==> config.mk <==
export PLATFORM = sky130hd
export DESIGN_NAME = statseg_writer
export DESIGN_NICKNAME = d
export VERILOG_FILES = /design/src/rtl/statseg_defs.sv /design/src/rtl/statseg_wq.sv /design/src/rtl/statseg_writer.sv
export SDC_FILE = /design/constraint.sdc
export NUM_CORES = 1
export LEC_CHECK = 0
export CAP_MARGIN = 30
export CORE_MARGIN = 2
export CORE_UTILIZATION = 35
export CTS_BUF_LIST = sky130_fd_sc_hd__clkbuf_4 sky130_fd_sc_hd__clkbuf_8
export CTS_CLUSTER_DIAMETER = 100
export DETAILED_ROUTE_END_ITERATION = 7
export SETUP_SLACK_MARGIN = 0.4
export SLEW_MARGIN = 10
export SYNTH_ARGS = -nofsm -noshare
export SYNTH_HDL_FRONTEND = slang
export SYNTH_SLANG_ARGS = --single-unit
==> constraint.sdc <==
create_clock -name clk -period 3.1 [get_ports clk]
set_input_delay 0.62 -clock clk [delete_from_list [all_inputs] [get_ports clk]]
set_output_delay 0.62 -clock clk [all_outputs]
set_load 0.03 [all_outputs]
==> src/rtl/statseg_defs.sv <==
// Shared definitions for the status segment write path: word width, field masks
// and the writer FSM state encoding.
package statseg_defs;

   localparam int STAT_WIDTH = 20;

   localparam logic [STAT_WIDTH-1:0] FLAGS_MASK = 20'h0000F;  // Z, N, C, V
   localparam logic [STAT_WIDTH-1:0] MODE_MASK  = 20'h000F0;
   localparam logic [STAT_WIDTH-1:0] SEG_MASK   = 20'hFFF00;

   typedef enum logic [1:0] {
      ST_IDLE   = 2'd0,
      ST_MERGE  = 2'd1,
      ST_LOAD   = 2'd2,
      ST_SETTLE = 2'd3
   } wr_state_e;

endpackage

==> src/rtl/statseg_wq.sv <==
// Update queue for the status segment writer: DEPTH entries of WIDTH bits,
// power-of-two depth so the pointers wrap for free; a count tells full from empty.
module statseg_wq #(
   parameter int WIDTH = 40,
   parameter int DEPTH = 2
) (
   input  logic                         clk,
   input  logic                         reset,
   input  logic                         push,
   input  logic [WIDTH-1:0]             push_data,
   input  logic                         pop,
   output logic [WIDTH-1:0]             pop_data,
   output logic                         full,
   output logic                         empty,
   output logic [$clog2(DEPTH+1)-1:0]   count
);

   localparam int AW = $clog2(DEPTH);
   localparam int CW = $clog2(DEPTH + 1);

   logic [WIDTH-1:0] mem [DEPTH];
   logic [AW-1:0]    wr_ptr;
   logic [AW-1:0]    rd_ptr;
   logic             do_push;
   logic             do_pop;

   assign full     = (count == CW'(DEPTH));
   assign empty    = (count == '0);
   assign do_push  = push && !full;
   assign do_pop   = pop && !empty;
   assign pop_data = mem[rd_ptr];

   // storage needs no reset; occupancy decides what is valid
   always_ff @(posedge clk) begin
      if (do_push) begin
         mem[wr_ptr] <= push_data;
      end
   end

   always_ff @(posedge clk or negedge reset) begin
      if (!reset) begin
         wr_ptr <= '0;
         rd_ptr <= '0;
         count  <= '0;
      end else begin
         if (do_push) begin
            wr_ptr <= wr_ptr + 1'b1;
         end
         if (do_pop) begin
            rd_ptr <= rd_ptr + 1'b1;
         end
         case ({do_push, do_pop})
            2'b10:   count <= count + 1'b1;
            2'b01:   count <= count - 1'b1;
            default: count <= count;
         endcase
      end
   end

endmodule

==> src/rtl/statseg_writer.sv <==
// Write-side controller for the status segment: queues masked field updates and
// applies each one as a read-modify-write against the live register contents.
//
// state  | meaning
// IDLE   | nothing in flight; leave when the queue holds an update
// MERGE  | pop head entry, register merged word from stat_cur
// LOAD   | loadsig high for one cycle with load_data stable
// SETTLE | let statseg capture so the next merge sees the new word
module statseg_writer
   import statseg_defs::*;
#(
   parameter int WIDTH = STAT_WIDTH,
   parameter int DEPTH = 2
) (
   input  logic             clk,
   input  logic             reset,
   input  logic             upd_valid,
   output logic             upd_ready,
   input  logic [WIDTH-1:0] upd_mask,
   input  logic [WIDTH-1:0] upd_data,
   input  logic [WIDTH-1:0] stat_cur,
   output logic             loadsig,
   output logic [WIDTH-1:0] load_data,
   output logic             busy,
   output logic [7:0]       drop_count
);

   localparam int CW = $clog2(DEPTH + 1);

   wr_state_e          state;
   wr_state_e          state_nx;
   logic               wq_full;
   logic               wq_empty;
   logic               wq_pop;
   logic [CW-1:0]      wq_count;
   logic [2*WIDTH-1:0] wq_head;
   logic [WIDTH-1:0]   head_mask;
   logic [WIDTH-1:0]   head_data;

   statseg_wq #(
      .WIDTH (2*WIDTH),
      .DEPTH (DEPTH)
   ) u_wq (
      .clk       (clk),
      .reset     (reset),
      .push      (upd_valid),
      .push_data ({upd_mask, upd_data}),
      .pop       (wq_pop),
      .pop_data  (wq_head),
      .full      (wq_full),
      .empty     (wq_empty),
      .count     (wq_count)
   );

   assign {head_mask, head_data} = wq_head;

   // decoded straight from state so an async reset kills the strobe at once
   assign upd_ready = !wq_full;
   assign wq_pop    = (state == ST_MERGE);
   assign loadsig   = (state == ST_LOAD);
   assign busy      = (wq_count != '0) || (state != ST_IDLE);

   always_ff @(posedge clk or negedge reset) begin
      if (!reset) begin
         state <= ST_IDLE;
      end else begin
         state <= state_nx;
      end
   end

   always_comb begin
      state_nx = state;
      case (state)
         ST_IDLE:   if (!wq_empty) state_nx = ST_MERGE;
         ST_MERGE:  state_nx = ST_LOAD;
         ST_LOAD:   state_nx = ST_SETTLE;
         ST_SETTLE: state_nx = wq_empty ? ST_IDLE : ST_MERGE;
         default:   state_nx = ST_IDLE;
      endcase
   end

   always_ff @(posedge clk or negedge reset) begin
      if (!reset) begin
         load_data <= '0;
      end else if (state == ST_MERGE) begin
         load_data <= (stat_cur & ~head_mask) | (head_data & head_mask);
      end
   end

   always_ff @(posedge clk or negedge reset) begin
      if (!reset) begin
         drop_count <= '0;
      end else if (upd_valid && wq_full && (drop_count != 8'hFF)) begin
         drop_count <= drop_count + 8'd1;
      end
   end

endmodule

==> qor.txt <==
Final hold violations = 0
PD cells = 922 nW/um^2
Drt pass-1 iters = 4
Non-Filler Instances = 575
H-Tree Level Count = 4
Synthesized flop and latch total = 114
I/O pins = 94
Final instance area = 6070 um^2
Combinational share of power = 33.5%
Worst hold slack = 0.128 ns
Total gr overflow = 0
Initial antenna violation count = 0
# setup viols final = 0
Clock transition at the registers of the reported paths = 0.06 ns
Post-route minimum period = 2.43 ns
RePlAce Congestion = 0.717
Clock power frac = 23.6%
Detailed Route WL = 8660 um
Core area = 12600 um^2
Cell Int Power = 3.79 mW
CTS Buf Count = 17
Final worst-path cycle share = 78.3%
Initial Util = 35.7%
Slowest stage delay, CP = 0.66 ns
Worst slew pin tran = 0.555 ns
CP required = 2.48 ns
DR iter-0 viols = 91
CTS tree = built
MaxCap Viol Count = 0
Share of power burned in registers = 42.9%
Cell chain of the critical path = inv_1, ha_1, clkdlybuf4s50_1
CP Data Arrival Time = 1.81 ns
Met1 WL = 3730 um
# Post-CTS Setup Buffers = 0
RSZ-0062 raised after global routing = no
Number of diodes = 0
Rel. slew slack = 63.0%
Worst-Skew Late Latency = 0.43 ns
Die Y = 117 um
WP buf/inv = 2
First-pass GRT wire length = 13600 um
Placed insts = 542
Hold_buf cts = 0
Post-CTS sizing = 0
Crit start category = flip-flop
DP Area = 5660 um^2
Post-synth top cells = edfxtp_1 (80), dfrtp_1 (34), a21oi_1 (24)
Total Die Area = 13800 um^2
Synth area leaders = edfxtp_1 (53%), dfrtp_1 (19%), mux2_2 (5.0%), mux2i_1 (4.7%), a211oi_1 (3.3%)
Pwr Total = 5.60 mW
DRC = 0
Largest area contributor in the netlist = edfxtp_1
Clk sinks = 114
Cells after Synth = 280
Metal3 WL = 712 um
Final #Nets = 460
Share of the synthesized area in the top cell type = 53.5%
Worst path slowest cell = clkdlybuf4s50_1
Root Driver = clkbuf_8
Avg Inst Size Synth = 16.0 um^2
# rows = 41
Maximum vdd ir drop = 0.000416 V
CP Max Fanout = 6
GR Util All Layers = 13.9%
Max Used Layer = met4
Layout area overhead = 35.2%
HPWL Detailed = 5840 um
Top_reg_cell synth = edfxtp_1
Setup TNS Final = 0 ns
Die width = 117 um
DR vias = 2692
Outcome = complete, no violations
Final ANT Viol Nets = 0
Ys Warns = 0
Min-delay worst type = primary input to async pin
Mapped Area = 4490 um^2
Vias per inst = 4.68
Top Family by Delay on Critical Path = buffers and inverters
Vias in the first global route = 2771
CP Capture Type = output port
Syn nets = 350
Layout cells sized above 1 = 15.4%
Most common cell in the synthesized netlist = edfxtp_1
Post-synth EDFFs = 80
Synth cell types = 29
Switching Fraction = 32.4%
Slew Limit Fails = 0
Async SR Flop Fraction = 29.8%
Switching pwr = 1.81 mW
Routed len/inst = 15.1 um
Clock skew = 0.00716 ns
Fmax = 412 MHz
DR WL met2 = 4020 um
Pin count of the biggest net entering global routing = 41
Sequential-to-total area share from yosys stat = 72.4%
Critical path class = flip-flop to output port
Pleak = 2.24 nW
CTS max path bufs = 2
Number of port buffers = 93
==> logic make-up (layout without fill, tap and decap cells) <==
family / after synthesis / count (layout) / synth area share [%]
adders and majority gates: 7 / 7 / 1.95
DFF: 114 / 114 / 72.4
xor gates and xnor gates: 6 / 6 / 1.17
buffers and inverters: 11 / 134 / 1.09
muxes: 43 / 43 / 10.2
and+or+nand+nor: 48 / 48 / 6.10
AOI/OAI and AO/OA: 51 / 51 / 7.08
==> worst reg2reg max path, stage by stage (launching register included) <==
cell and delay [ns]:
dfrtp_1 0.41, inv_1 0.12, ha_1 0.16, buf_4 0.31, nor2b_1 0.26, ha_1 0.28, nor2_1 0.14, xor2_1 0.14
==> worst paths after layout <==
check                                         start                         to  slack [ns]  cells past startpoint
setup reg to reg               state[1]$_DFFE_PN0P_  u_wq.count[1]$_DFFE_PN0P_        1.19                      7
min in group clk           load_data[6]$_DFFE_PN0N_   load_data[6]$_DFFE_PN0N_        0.51                      1
max in group asynchronous                     reset       state[1]$_DFFE_PN0P_        2.51                      2
setup / recovery               state[0]$_DFFE_PN0P_                    loadsig        0.67                      3
hold / removal                                reset   load_data[2]$_DFFE_PN0N_        0.13                      1
hold reg to reg            load_data[6]$_DFFE_PN0N_   load_data[6]$_DFFE_PN0N_        0.51                      1
==> metrics by stage <==
stage | worst slack [ns] | utilization, %
2_1_floorplan | 0.706 | -
3_3_place_gp | 0.895 | 44.9
3_5_place_dp | 0.846 | 45.0
4_1_cts | 0.462 | 48.1
5_1_grt | 0.558 | 48.3
6_report | 0.672 | 48.3
==> flip-flops by register name (all words and copies together) (netlist names) <==
name and flops:
drop_count 8, load_data 20, state 2, u_wq.count 2
u_wq.mem 80, u_wq.rd_ptr 1, u_wq.wr_ptr 1
==> area by class of cell <==
| type | instances | area, um^2 |
|---|---|---|
| flip-flops and latches | 114 | 3250 |
| fillers | 1113 | 6500 |
| well taps | 172 | 215 |
| clock buffers | 24 | 293 |
| inverters | 3 | 11.3 |
| multi-input cells | 155 | 1200 |
| repair buffers | 99 | 1010 |
| clock inverters | 8 | 87.6 |
==> placed cells by master, fill, tap and decap left out, types with 4 or more instances in the layout <==
cell type,netlist,routed
dfrtp_1,34,34
xnor2_1,4,4
nand2_1,8,8
nor2b_1,21,21
ha_1,7,7
clkbuf_8,0,18
edfxtp_1,80,80
nor2_1,7,6
clkbuf_4,0,6
a21oi_1,24,24
clkinv_2,0,4
mux2i_1,21,21
a211oi_1,20,20
mux2_2,20,20
clkdlybuf4s50_1,0,91
==> power by group through the flow <==
stage,Combinational (mW),Clock [mW],Sequential [mW]
4_1_cts,1.92,1.37,2.41
6_report,1.88,1.32,2.40
3_5_place_dp,1.91,0,2.44
3_3_place_gp,1.83,0,2.45
5_1_grt,2.05,1.44,2.46
2_1_floorplan,0.877,0,2.70
==> routing by layer <==
metal  GRT usage, %  vias up
met2           21.4       87
li1               -     1287
met5              0        -
met3           6.39       16
met4           6.59        0
met1           16.6     1302
No activity file was read; power rests on OpenSTA's default activity.
